$ cat config.mk
export PLATFORM = sky130hd
export DESIGN_NAME = mem_bist_ctrl
export DESIGN_NICKNAME = d
export VERILOG_FILES = /design/src/rtl/mem_bist_pkg.sv /design/src/rtl/mem_bist_pattern.sv /design/src/rtl/mem_bist_ctrl.sv
export SDC_FILE = /design/constraint.sdc
export NUM_CORES = 1
export LEC_CHECK = 0
export CAP_MARGIN = 20
export CORE_ASPECT_RATIO = 1.4
export CORE_MARGIN = 1
export CORE_UTILIZATION = 45
export DETAILED_ROUTE_END_ITERATION = 8
export PLACE_DENSITY = 0.68
export SLEW_MARGIN = 20
export SYNTH_ARGS = -nofsm -noshare
export SYNTH_HDL_FRONTEND = slang
export SYNTH_SLANG_ARGS = --single-unit
$ cat constraint.sdc
create_clock -name clk -period 5.2 [get_ports clk]
set_input_delay 1.04 -clock clk [delete_from_list [all_inputs] [get_ports clk]]
set_output_delay 1.04 -clock clk [all_outputs]
set_load 0.03 [all_outputs]
$ cat src/rtl/mem_bist_pkg.sv
// Shared types and defaults for the memory BIST initiator: FSM states,
// pattern mode codes and the default memory geometry.
package mem_bist_pkg;

  localparam int AW_DEF = 10;
  localparam int DW_DEF = 8;

  typedef enum logic [1:0] {
    IDLE  = 2'd0,
    WRITE = 2'd1,
    READ  = 2'd2,
    DRAIN = 2'd3
  } bist_state_t;

  localparam logic [1:0] MODE_CONST   = 2'd0;
  localparam logic [1:0] MODE_INCR    = 2'd1;
  localparam logic [1:0] MODE_ADDR    = 2'd2;
  localparam logic [1:0] MODE_CHECKER = 2'd3;

endpackage

$ cat src/rtl/mem_bist_pattern.sv
// Combinational pattern generator: data word for a given run index and address.
// Shared by the write path and the expected-data path of the read phase.
module mem_bist_pattern
  import mem_bist_pkg::*;
#(
  parameter int AW = AW_DEF,
  parameter int DW = DW_DEF
) (
  input  logic [1:0]    mode,
  input  logic [DW-1:0] seed,
  input  logic [DW-1:0] idx,
  input  logic [AW-1:0] addr,
  output logic [DW-1:0] pat
);

  always_comb begin
    pat = seed;
    case (mode)
      MODE_CONST:   pat = seed;
      MODE_INCR:    pat = seed + idx;
      MODE_ADDR:    pat = DW'(addr) ^ seed;
      MODE_CHECKER: pat = idx[0] ? ~seed : seed;
      default:      pat = seed;
    endcase
  end

endmodule

$ cat src/rtl/mem_bist_ctrl.sv
// Memory BIST initiator: writes a pattern over an address window, reads it back,
// compares each word one cycle after the read and reports pass / error count / first failing address.
module mem_bist_ctrl
  import mem_bist_pkg::*;
#(
  parameter int AW = AW_DEF,
  parameter int DW = DW_DEF
) (
  input  logic          clk,
  input  logic          rst,
  input  logic          start,
  input  logic [AW-1:0] base_addr,
  input  logic [AW:0]   len,
  input  logic [1:0]    mode,
  input  logic [DW-1:0] seed,
  output logic          busy,
  output logic          done,
  output logic          pass,
  output logic [AW:0]   err_count,
  output logic [AW-1:0] first_err_addr,
  output logic          mem_en,
  output logic          mem_wr_rd,
  output logic [AW-1:0] mem_addr,
  output logic [DW-1:0] mem_wr_data,
  input  logic [DW-1:0] mem_rd_data,
  output bist_state_t   dbg_state
);

  localparam logic [AW:0] ONE_I = (AW+1)'(1);

  bist_state_t   state_q, state_d;
  logic [AW:0]   idx_q, idx_d, len_q, len_d, nxt_i;
  logic [AW-1:0] base_q, base_d, sel_base, nxt_addr;
  logic [1:0]    mode_q, mode_d, sel_mode;
  logic [DW-1:0] seed_q, seed_d, sel_seed, nxt_pat;
  logic          zero_pend_q, zero_pend_d;
  logic [DW-1:0] cur_exp_q, cur_exp_d, cmp_exp_q, cmp_exp_d;
  logic          cmp_vld_q, cmp_vld_d;
  logic [AW-1:0] cmp_addr_q, cmp_addr_d;
  logic          busy_d, done_d, pass_d;
  logic [AW:0]   err_d, err_upd;
  logic [AW-1:0] first_d, first_upd;
  logic          mem_en_d, mem_wr_rd_d;
  logic [AW-1:0] mem_addr_d;
  logic [DW-1:0] mem_wr_data_d;
  logic          idx_last, mismatch;

  assign dbg_state = state_q;
  assign idx_last  = (idx_q == len_q - ONE_I);

  // In IDLE the run parameters come straight from the ports so the first
  // access can be presented on the edge that accepts start.
  assign sel_base = (state_q == IDLE) ? base_addr : base_q;
  assign sel_mode = (state_q == IDLE) ? mode      : mode_q;
  assign sel_seed = (state_q == IDLE) ? seed      : seed_q;

  always_comb begin
    nxt_i = idx_q + ONE_I;
    if (state_q == IDLE || (state_q == WRITE && idx_last)) nxt_i = '0;
  end

  assign nxt_addr = sel_base + AW'(nxt_i);

  mem_bist_pattern #(.AW(AW), .DW(DW)) u_pattern (
    .mode (sel_mode),
    .seed (sel_seed),
    .idx  (DW'(nxt_i)),
    .addr (nxt_addr),
    .pat  (nxt_pat)
  );

  // Read data is only meaningful on the edge after a read was sampled.
  assign mismatch  = cmp_vld_q && (mem_rd_data != cmp_exp_q);
  assign err_upd   = err_count + (mismatch ? ONE_I : '0);
  assign first_upd = (mismatch && err_count == '0) ? cmp_addr_q : first_err_addr;

  always_ff @(posedge clk or negedge rst) begin
    if (!rst) state_q <= IDLE;
    else      state_q <= state_d;
  end

  always_comb begin
    state_d       = state_q;
    idx_d         = idx_q;
    base_d        = base_q;
    len_d         = len_q;
    mode_d        = mode_q;
    seed_d        = seed_q;
    zero_pend_d   = 1'b0;
    cur_exp_d     = cur_exp_q;
    cmp_vld_d     = 1'b0;
    cmp_exp_d     = cmp_exp_q;
    cmp_addr_d    = cmp_addr_q;
    busy_d        = busy;
    done_d        = 1'b0;
    pass_d        = pass;
    err_d         = err_upd;
    first_d       = first_upd;
    mem_en_d      = mem_en;
    mem_wr_rd_d   = mem_wr_rd;
    mem_addr_d    = mem_addr;
    mem_wr_data_d = mem_wr_data;
    case (state_q)
      IDLE: begin
        if (zero_pend_q) begin
          done_d = 1'b1;
          pass_d = 1'b1;
        end else if (start) begin
          base_d  = base_addr;
          len_d   = len;
          mode_d  = mode;
          seed_d  = seed;
          err_d   = '0;
          first_d = '0;
          pass_d  = 1'b0;
          if (len == '0) begin
            zero_pend_d = 1'b1;
          end else begin
            state_d       = WRITE;
            busy_d        = 1'b1;
            idx_d         = '0;
            mem_en_d      = 1'b1;
            mem_wr_rd_d   = 1'b1;
            mem_addr_d    = nxt_addr;
            mem_wr_data_d = nxt_pat;
          end
        end
      end
      WRITE: begin
        idx_d      = nxt_i;
        mem_addr_d = nxt_addr;
        if (idx_last) begin
          state_d     = READ;
          mem_wr_rd_d = 1'b0;
          cur_exp_d   = nxt_pat;
        end else begin
          mem_wr_data_d = nxt_pat;
        end
      end
      READ: begin
        cmp_vld_d  = 1'b1;
        cmp_exp_d  = cur_exp_q;
        cmp_addr_d = mem_addr;
        if (idx_last) begin
          state_d     = DRAIN;
          mem_en_d    = 1'b0;
          mem_wr_rd_d = 1'b0;
        end else begin
          idx_d      = nxt_i;
          mem_addr_d = nxt_addr;
          cur_exp_d  = nxt_pat;
        end
      end
      DRAIN: begin
        state_d = IDLE;
        idx_d   = '0;
        busy_d  = 1'b0;
        done_d  = 1'b1;
        pass_d  = (err_upd == '0);
      end
      default: state_d = IDLE;
    endcase
  end

  always_ff @(posedge clk or negedge rst) begin
    if (!rst) begin
      idx_q          <= '0;
      base_q         <= '0;
      len_q          <= '0;
      mode_q         <= '0;
      seed_q         <= '0;
      zero_pend_q    <= 1'b0;
      cur_exp_q      <= '0;
      cmp_vld_q      <= 1'b0;
      cmp_exp_q      <= '0;
      cmp_addr_q     <= '0;
      busy           <= 1'b0;
      done           <= 1'b0;
      pass           <= 1'b0;
      err_count      <= '0;
      first_err_addr <= '0;
      mem_en         <= 1'b0;
      mem_wr_rd      <= 1'b0;
      mem_addr       <= '0;
      mem_wr_data    <= '0;
    end else begin
      idx_q          <= idx_d;
      base_q         <= base_d;
      len_q          <= len_d;
      mode_q         <= mode_d;
      seed_q         <= seed_d;
      zero_pend_q    <= zero_pend_d;
      cur_exp_q      <= cur_exp_d;
      cmp_vld_q      <= cmp_vld_d;
      cmp_exp_q      <= cmp_exp_d;
      cmp_addr_q     <= cmp_addr_d;
      busy           <= busy_d;
      done           <= done_d;
      pass           <= pass_d;
      err_count      <= err_d;
      first_err_addr <= first_d;
      mem_en         <= mem_en_d;
      mem_wr_rd      <= mem_wr_rd_d;
      mem_addr       <= mem_addr_d;
      mem_wr_data    <= mem_wr_data_d;
    end
  end

endmodule

==> flow_results.xml, run 1 <==
<?xml version="1.0" encoding="UTF-8"?>
<metrics>
  <group name="clock_network">
    <metric name="clk_pin_slew_worst_paths" unit="ps">60</metric>
    <metric name="ctsRootBufferMaster" unit="">sky130_fd_sc_hd__clkbuf_16</metric>
    <metric name="cts_hold_repair.buffers" unit="">0</metric>
    <metric name="worstSkewPairLatency" unit="ps">430</metric>
    <metric name="clock_tree_from_tritoncts" unit="">done</metric>
    <metric name="cts_buffer_depth" unit="">2</metric>
    <metric name="cts-htree-levels" unit="">4</metric>
    <metric name="cts.sink_count" unit="">116</metric>
    <metric name="cts_inserted_buffers" unit="">17</metric>
  </group>
  <group name="worst_setup_path">
    <metric name="critical_path.n_buffers_inverters" unit="">2</metric>
    <metric name="worst_r2r_startpoint" unit="">len_q[0]</metric>
    <metric name="crit_start_category" unit="">flip-flop</metric>
    <metric name="worst_setup_path_end_kind" unit="">flip-flop</metric>
    <metric name="worst_r2r_endpoint" unit="">cur_exp_q[5]</metric>
    <metric name="critPathKind" unit="">reg -&gt; reg</metric>
    <metric name="worst_ep_required" unit="ps">5510</metric>
    <metric name="cpMaxStageDelayCell" unit="">sky130_fd_sc_hd__o41a_1</metric>
    <metric name="critPathTopFamily" unit="">compound AO/OA/AOI/OAI gates</metric>
    <metric name="cp_max_fo" unit="">7</metric>
    <metric name="worstPathArrival" unit="ps">5150</metric>
    <metric name="critPathMaxStageDelay" unit="ps">480</metric>
    <metric name="crit_path_cell_chain" unit="">inv_1, ha_1, or3_1, a311oi_2, o211ai_4, o41a_1, nand2_1, inv_1, ha_1, a21o_1, a21oi_4, and3b_1, nor4_1, o211ai_1, nor2_1, a311oi_1, o311a_1, mux2_2</metric>
    <metric name="worstRegToRegCells" unit="">18</metric>
    <metric name="rrSetupSlack" unit="ps">360</metric>
  </group>
  <group name="synth">
    <metric name="synth_flop_cell" unit="">sky130_fd_sc_hd__dfrtp_1</metric>
    <metric name="yosys_top_cell_area_share" unit="%">41.3</metric>
    <metric name="yosys.cell_types.count" unit="">76</metric>
    <metric name="synth-async-reset-ratio" unit="%">100</metric>
    <metric name="synth_edf_count" unit="">0</metric>
    <metric name="syn_avg_cell_area" unit="um^2">9.51</metric>
    <metric name="synth-seq-cells" unit="">116</metric>
    <metric name="synth_area" unit="mm^2">0.00703</metric>
    <metric name="yosysWarningCount" unit="">0</metric>
    <metric name="post-synth-top-area-cell" unit="">sky130_fd_sc_hd__dfrtp_1</metric>
    <metric name="netlist_instances" unit="">739</metric>
    <metric name="ys_seq_area_share" unit="%">41.3</metric>
    <metric name="synth.area.top_cells" unit="">sky130_fd_sc_hd__dfrtp_1, sky130_fd_sc_hd__mux2_2, sky130_fd_sc_hd__nand2_1</metric>
    <metric name="synth.net_count" unit="">806</metric>
  </group>
  <group name="power">
    <metric name="vdd.ir_drop.worst" unit="V">0.000426</metric>
    <metric name="leakage" unit="nW">3.84</metric>
    <metric name="p_per_area" unit="mW/mm^2">694</metric>
  </group>
  <group name="global_route">
    <metric name="vias_in_the_first_global_route" unit="">5964</metric>
    <metric name="maximum_number_of_pins_on_one_net_before_global_route_repair" unit="">55</metric>
    <metric name="initial_antenna_violation_count" unit="">0</metric>
    <metric name="global_route.overflow_total" unit="">0</metric>
    <metric name="grt_util_all_layers" unit="%">24.5</metric>
    <metric name="first_pass_grt_wire_length" unit="mm">30.1</metric>
  </group>
  <group name="final_layout">
    <metric name="area_growth_syn_to_layout" unit="%">23.7</metric>
    <metric name="finish.utilization" unit="%">57.5</metric>
    <metric name="drive_above_1_share" unit="%">14.0</metric>
    <metric name="insertedDiodeCount" unit="">0</metric>
    <metric name="mostFrequentLayoutCell" unit="">sky130_fd_sc_hd__nand2_1</metric>
    <metric name="mostFrequentLayoutCells" unit="">sky130_fd_sc_hd__nand2_1, sky130_fd_sc_hd__dfrtp_1, sky130_fd_sc_hd__clkdlybuf4s50_1</metric>
    <metric name="fin_nets" unit="">892</metric>
  </group>
  <group name="drt">
    <metric name="route.met2.wl" unit="mm">9.31</metric>
    <metric name="antenna_violating_nets_post_route" unit="">0</metric>
    <metric name="routed-via-count" unit="">5958</metric>
    <metric name="drt_pre_antenna_iters" unit="">5</metric>
    <metric name="met3_length" unit="um">659</metric>
    <metric name="dr.max_layer_used" unit="">met4</metric>
    <metric name="post_drt_via_cell_ratio" unit="">5.78</metric>
    <metric name="detail_route.drc_violations" unit="">0</metric>
    <metric name="drt_first_iter_violations" unit="">333</metric>
    <metric name="drt-total-wl" unit="mm">18.5</metric>
    <metric name="wl_met1" unit="mm">7.38</metric>
    <metric name="wire_per_inst" unit="um">17.9</metric>
  </group>
  <group name="floorplan">
    <metric name="chipWidth" unit="um">108</metric>
    <metric name="core" unit="mm^2">0.0151</metric>
    <metric name="die_y" unit="um">150</metric>
    <metric name="design.portCount" unit="">88</metric>
    <metric name="design.die.area" unit="mm^2">0.0161</metric>
    <metric name="start_util" unit="%">46.5</metric>
    <metric name="fp-row-count" unit="">53</metric>
  </group>
  <group name="placed_design">
    <metric name="placement.setup.worst_slack" unit="ps">162</metric>
    <metric name="routabilityCongestion" unit="">0.935</metric>
    <metric name="io_buffers" unit="">87</metric>
    <metric name="place_hpwl" unit="mm">13.8</metric>
  </group>
  <group name="status">
    <metric name="run_status" unit="">finished, final reports clean</metric>
  </group>
  <group name="sta">
    <metric name="rsz0062_at_grt" unit="">no</metric>
    <metric name="maximum_clock_rate" unit="MHz">206</metric>
    <metric name="setup_violation_total_in_the_final_timing_report" unit="">0</metric>
    <metric name="fin_crit_sh" unit="%">93.2</metric>
    <metric name="final.min_clock_period" unit="ps">4840</metric>
    <metric name="timing_worst_slew_pin_value" unit="ps">1020</metric>
    <metric name="fin_skew" unit="ps">11.7</metric>
    <metric name="hold_violations" unit="">0</metric>
    <metric name="fin_worst_hold_slack" unit="ps">473</metric>
    <metric name="final-max-slew-violation-count" unit="">0</metric>
    <metric name="max-slew-margin-rel" unit="%">31.8</metric>
    <metric name="worst_slack" unit="ps">356</metric>
    <metric name="setup_tns" unit="ps">0</metric>
  </group>
  <group name="min_path">
    <metric name="hp-start" unit="">seed_q[5]</metric>
    <metric name="worst_hold_path.num_cells" unit="">2</metric>
    <metric name="worstHoldEndpoint" unit="">seed_q[5]</metric>
    <metric name="hold_path.class" unit="">reg -&gt; reg</metric>
  </group>
  <group name="run">
    <metric name="timing.max_cap.violations" unit="">0</metric>
  </group>
</metrics>
==> repair_timing <==
item	in CTS	in global routing
gates resized for setup	0	2
endpoints found under the setup margin	0	8
buffers inserted	0	2
==> state kept, by name, summed over array words and instances (netlist names), 10 cells and up <==
signal and cells:
len_q 11, base_q 10, err_count 11, cmp_addr_q 10, first_err_addr 10, idx_q 11, mem_addr 10
==> how the worst max path moves through the flow <==
stage,slack (ps),from,cells after the start,to
2_1_floorplan,570,dbg_state[1],17,cur_exp_q[7]
3_3_place_gp,320,len_q[0],19,cur_exp_q[7]
3_5_place_dp,160,len_q[0],19,mem_wr_data[7]
4_1_cts,130,len_q[0],19,mem_wr_data[7]
5_1_grt,20,len_q[0],20,mem_wr_data[7]
6_report,360,len_q[0],18,cur_exp_q[5]
==> worst register-to-register path, delay by kind of cell, from the launching register on <==
family / cells / cell delay [ps]
AO/OA/AOI/OAI: 8 / 2030
AND/OR/NAND/NOR: 5 / 1230
adder cells (fa/ha/maj): 2 / 560
flip-flops: 1 / 460
multiplexers: 1 / 270
buffers and inverters: 2 / 200
==> routing by layer <==
layer	up-vias	GRT usage, %
li1	2813	-
met4	0	16.4
met5	-	0
met3	67	4.88
met1	2913	27.9
met2	165	41.2
==> cells in the mapped netlist, types with 5 or more instances <==
master,number
sky130_fd_sc_hd__nand2_1,127
sky130_fd_sc_hd__dfrtp_1,116
sky130_fd_sc_hd__nor2_1,63
sky130_fd_sc_hd__mux2_2,51
sky130_fd_sc_hd__o21ai_0,33
sky130_fd_sc_hd__xor2_1,27
sky130_fd_sc_hd__ha_1,23
sky130_fd_sc_hd__xnor2_1,23
sky130_fd_sc_hd__clkbuf_1,22
sky130_fd_sc_hd__mux2i_1,22
sky130_fd_sc_hd__inv_1,21
sky130_fd_sc_hd__nand3_1,20
sky130_fd_sc_hd__a21oi_1,17
sky130_fd_sc_hd__nor4_1,15
sky130_fd_sc_hd__or3_1,10
sky130_fd_sc_hd__a22o_1,9
sky130_fd_sc_hd__and3_1,9
sky130_fd_sc_hd__nor3_1,9
sky130_fd_sc_hd__buf_2,7
sky130_fd_sc_hd__and2_1,6
sky130_fd_sc_hd__a31oi_1,5
sky130_fd_sc_hd__nand2b_1,5
sky130_fd_sc_hd__nand4_1,5
sky130_fd_sc_hd__nor2b_1,5
sky130_fd_sc_hd__o211ai_1,5
sky130_fd_sc_hd__o22ai_1,5
sky130_fd_sc_hd__o31ai_1,5
==> per-stage QoR <==
| stage | std cells | cell area [um^2] | total power (W) |
|---|---|---|---|
| CTS | 1028 | 8660 | 0.00605 |
| global route | 1030 | 8690 | 0.00643 |
| finish | 1030 | 8690 | 0.00603 |
| floorplan | 739 | 7030 | 0.00381 |
| global placement | 996 | 8080 | 0.00478 |
| detailed placement | 996 | 8080 | 0.00486 |
==> cell families after synthesis <==
kind of cell | after synthesis | share of synthesized area (%)
xor gates and xnor gates | 51 | 6.46
AOI/OAI and AO/OA | 124 | 12.7
DFF | 116 | 41.3
muxes | 73 | 11.3
buffers and inverters | 51 | 2.85
adders and majority gates | 25 | 4.67
and+or+nand+nor | 299 | 20.7
==> final cells by class <==
cell class	instances	area, um^2
clock buffer	17	425
clock inverter	15	161
fill	1350	6430
inverter	21	78.8
multi-input combinational	572	3940
sequential	116	2900
tap	192	240
timing repair buffer	97	943
==> power breakdown <==
| group | total [W] | switching [W] | leakage, nW | internal [W] |
|---|---|---|---|---|
| Combinational | 0.00330 | 0.00194 | 2.10 | 0.00136 |
| Sequential | 0.00158 | 0.000295 | 1.46 | 0.00128 |
| Clock | 0.00115 | 0.000475 | 0.287 | 0.000678 |
No activity file was read; power rests on OpenSTA's default activity.
==> inputs of run 2 (changes only) <==
- PLACE_DENSITY: 0.68 -> 0.7
- clock period: 5.2 -> 4.4 ns (I/O delays scaled with it)
==> run 2 against run 1 <==
  * The run now ends with setup timing left
  * Combinational power up 45%
  * Final cell count rose by 7.7%
  * Die area is the same
  * Worst setup slack got worse by 480 ps
  * Sequential power is 18% higher
  * Clock skew fell by 5.1 ps
  * Routed wire length is 13% higher
  * Critical path depth increased by 3
  * Core utilization rose by 6.6 points
  * Critical path type unchanged
  * Largest power group unchanged
==> flow_results.xml, run 2 (synthesis results as in run 1) <==
<?xml version="1.0" encoding="UTF-8"?>
<metrics>
  <group name="status">
    <metric name="run_status" unit="">complete, but fails checks</metric>
    <metric name="violated_checks" unit="">setup timing</metric>
  </group>
  <group name="final_layout">
    <metric name="multi_input_area" unit="mm^2">0.00426</metric>
    <metric name="nFillCells" unit="">1254</metric>
    <metric name="insertedDiodeCount" unit="">0</metric>
    <metric name="fin_nets" unit="">971</metric>
    <metric name="area.sequential" unit="mm^2">0.00290</metric>
    <metric name="largest_registers_ranked_by_flip_flop_count" unit="">err_count x11, idx_q x11, len_q x11</metric>
    <metric name="mostFrequentLayoutCell" unit="">sky130_fd_sc_hd__nand2_1</metric>
    <metric name="area_growth_syn_to_layout" unit="%">37.9</metric>
    <metric name="mostFrequentLayoutCells" unit="">sky130_fd_sc_hd__nand2_1, sky130_fd_sc_hd__dfrtp_1, sky130_fd_sc_hd__clkdlybuf4s50_1</metric>
    <metric name="drive_above_1_share" unit="%">26.3</metric>
  </group>
  <group name="run">
    <metric name="timing.max_cap.violations" unit="">0</metric>
  </group>
  <group name="sta">
    <metric name="worst_slack" unit="ps">-124</metric>
    <metric name="maximum_clock_rate" unit="MHz">221</metric>
    <metric name="setup_tns" unit="ps">-378</metric>
    <metric name="rsz0062_at_grt" unit="">yes</metric>
    <metric name="fin_skew" unit="ps">6.60</metric>
    <metric name="fin_worst_hold_slack" unit="ps">472</metric>
    <metric name="setup_violation_total_in_the_final_timing_report" unit="">4</metric>
    <metric name="fin_crit_sh" unit="%">103</metric>
    <metric name="timing_worst_slew_pin_value" unit="ps">986</metric>
    <metric name="hold_violations" unit="">0</metric>
    <metric name="max-slew-margin-rel" unit="%">34.1</metric>
    <metric name="final.min_clock_period" unit="ps">4520</metric>
    <metric name="final-max-slew-violation-count" unit="">0</metric>
  </group>
  <group name="floorplan">
    <metric name="chipWidth" unit="um">108</metric>
    <metric name="design.die.area" unit="mm^2">0.0161</metric>
    <metric name="die_y" unit="um">150</metric>
    <metric name="core" unit="mm^2">0.0151</metric>
    <metric name="start_util" unit="%">46.5</metric>
    <metric name="design.portCount" unit="">88</metric>
    <metric name="fp-row-count" unit="">53</metric>
  </group>
  <group name="clock_network">
    <metric name="cts_buffer_depth" unit="">2</metric>
    <metric name="cts.sink_count" unit="">116</metric>
    <metric name="clock_tree_from_tritoncts" unit="">done</metric>
    <metric name="worstSkewPairLatency" unit="ps">420</metric>
    <metric name="cts_inserted_buffers" unit="">17</metric>
    <metric name="cts-htree-levels" unit="">4</metric>
    <metric name="cts_hold_repair.buffers" unit="">0</metric>
    <metric name="ctsRootBufferMaster" unit="">sky130_fd_sc_hd__clkbuf_16</metric>
    <metric name="clk_pin_slew_worst_paths" unit="ps">60</metric>
  </group>
  <group name="power">
    <metric name="leakage" unit="nW">4.35</metric>
    <metric name="p_per_area" unit="mW/mm^2">836</metric>
    <metric name="vdd.ir_drop.worst" unit="V">0.000457</metric>
  </group>
  <group name="global_route">
    <metric name="global_route.overflow_total" unit="">0</metric>
    <metric name="initial_antenna_violation_count" unit="">0</metric>
    <metric name="vias_in_the_first_global_route" unit="">6417</metric>
    <metric name="maximum_number_of_pins_on_one_net_before_global_route_repair" unit="">117</metric>
    <metric name="grt_util_all_layers" unit="%">26.8</metric>
    <metric name="first_pass_grt_wire_length" unit="mm">32.7</metric>
  </group>
  <group name="drt">
    <metric name="antenna_violating_nets_post_route" unit="">0</metric>
    <metric name="wire_per_inst" unit="um">18.7</metric>
    <metric name="detail_route.drc_violations" unit="">0</metric>
    <metric name="routed-via-count" unit="">6262</metric>
    <metric name="post_drt_via_cell_ratio" unit="">5.65</metric>
    <metric name="drt-total-wl" unit="mm">20.8</metric>
    <metric name="drt_first_iter_violations" unit="">300</metric>
    <metric name="drt_pre_antenna_iters" unit="">5</metric>
  </group>
  <group name="min_path">
    <metric name="hold_path.class" unit="">reg -&gt; reg</metric>
  </group>
  <group name="worst_setup_path">
    <metric name="worstPathArrival" unit="ps">4830</metric>
    <metric name="crit_start_category" unit="">flip-flop</metric>
    <metric name="worst_setup_path_end_kind" unit="">flip-flop</metric>
    <metric name="critPathKind" unit="">reg -&gt; reg</metric>
    <metric name="cp_max_fo" unit="">4</metric>
    <metric name="worst_ep_required" unit="ps">4700</metric>
  </group>
  <group name="placed_design">
    <metric name="routabilityCongestion" unit="">0.876</metric>
    <metric name="io_buffers" unit="">87</metric>
    <metric name="place_hpwl" unit="mm">15.3</metric>
  </group>
</metrics>
[run 2: cell count changes in the layout (fill, tap and decap cells not counted), moves of 6 or more]
cell	delta
sky130_fd_sc_hd__nor2_1	-6
sky130_fd_sc_hd__ha_1	-8
sky130_fd_sc_hd__ha_4	+6
sky130_fd_sc_hd__o21ai_0	-9
sky130_fd_sc_hd__o21ai_1	+6
sky130_fd_sc_hd__buf_6	+8
sky130_fd_sc_hd__buf_4	+69
[run 2: worst paths after layout]
path | from | endpoint | slack [ps] | cells past startpoint
worst min-delay path | base_q[4] | base_q[4] | 470 | 2
worst min register to register | base_q[4] | base_q[4] | 470 | 2
max in group asynchronous | rst | len_q[1] | 3360 | 2
min in group asynchronous | rst | seed_q[6] | 530 | 2
worst max-delay path | len_q[0] | cur_exp_q[7] | -120 | 21
worst max register to register | len_q[0] | cur_exp_q[7] | -120 | 21
[run 2: repair_timing]
action | 4_1_cts | 5_1_grt
buffers inserted | 2 | 19
pin swaps | 9 | 43
gates resized for setup | 3 | 78
endpoints found under the setup margin | 4 | 12
[run 2: power breakdown]
| group | total [W] | leakage, nW | switching (W) | internal, W |
|---|---|---|---|---|
| combinational | 0.00479 | 2.60 | 0.00258 | 0.00221 |
| clock | 0.00145 | 0.287 | 0.000537 | 0.000913 |
| sequential | 0.00186 | 1.46 | 0.000347 | 0.00152 |
| total | 0.00810 | 4.35 | 0.00346 | 0.00464 |
[run 2: area by class of cell]
class	instances	area share (%)
clock inverters	13	1.78
inverters	21	0.814
clock buffers	19	4.57
well taps	192	2.48
multi-input cells	572	44.0
flip-flops and latches	116	30.0
repair buffers	176	16.4
[run 2: per-stage QoR]
| stage | utilization, % | instance area [um^2] | power [W] | worst slack [ps] | instances |
|---|---|---|---|---|---|
| final | 64.1 | 9690 | 0.00810 | -124 | 1109 |
| after global routing | 64.1 | 9690 | 0.00860 | -299 | 1109 |
| after CTS | 60.9 | 9210 | 0.00766 | -1.87 | 1091 |
| after detailed placement | 56.7 | 8570 | 0.00614 | -111 | 1057 |
| after global placement | 56.7 | 8570 | 0.00603 | 26.5 | 1057 |
| after floorplan | - | 7050 | 0.00452 | 20.4 | 739 |
[run 2: critical path: stages, from the launching register on]
cell and delay, ps:
sky130_fd_sc_hd__dfrtp_1 410, sky130_fd_sc_hd__buf_6 140, sky130_fd_sc_hd__or3_4 410, sky130_fd_sc_hd__xnor2_2 150, sky130_fd_sc_hd__a311oi_2 280, sky130_fd_sc_hd__o211ai_4 130, sky130_fd_sc_hd__buf_6 140, sky130_fd_sc_hd__o41ai_4 330
sky130_fd_sc_hd__buf_4 190, sky130_fd_sc_hd__buf_6 110, sky130_fd_sc_hd__nor2_2 60, sky130_fd_sc_hd__ha_1 300, sky130_fd_sc_hd__o21a_1 200, sky130_fd_sc_hd__nor2_2 140, sky130_fd_sc_hd__nor2b_2 70, sky130_fd_sc_hd__o21ai_2 70
sky130_fd_sc_hd__nand2_1 80, sky130_fd_sc_hd__a311oi_2 320, sky130_fd_sc_hd__mux2i_1 330, sky130_fd_sc_hd__nor3b_4 90, sky130_fd_sc_hd__xor2_1 180, sky130_fd_sc_hd__mux2_4 260
[run 2: routing by layer]
metal  GRT usage, %  share of wire, %  vias up
met5              0                 0        -
met4           13.4               4.6        0
met3           4.49               3.2       52
met2           49.0                53      173
met1           29.4                39     3064
li1               -                 -     2973
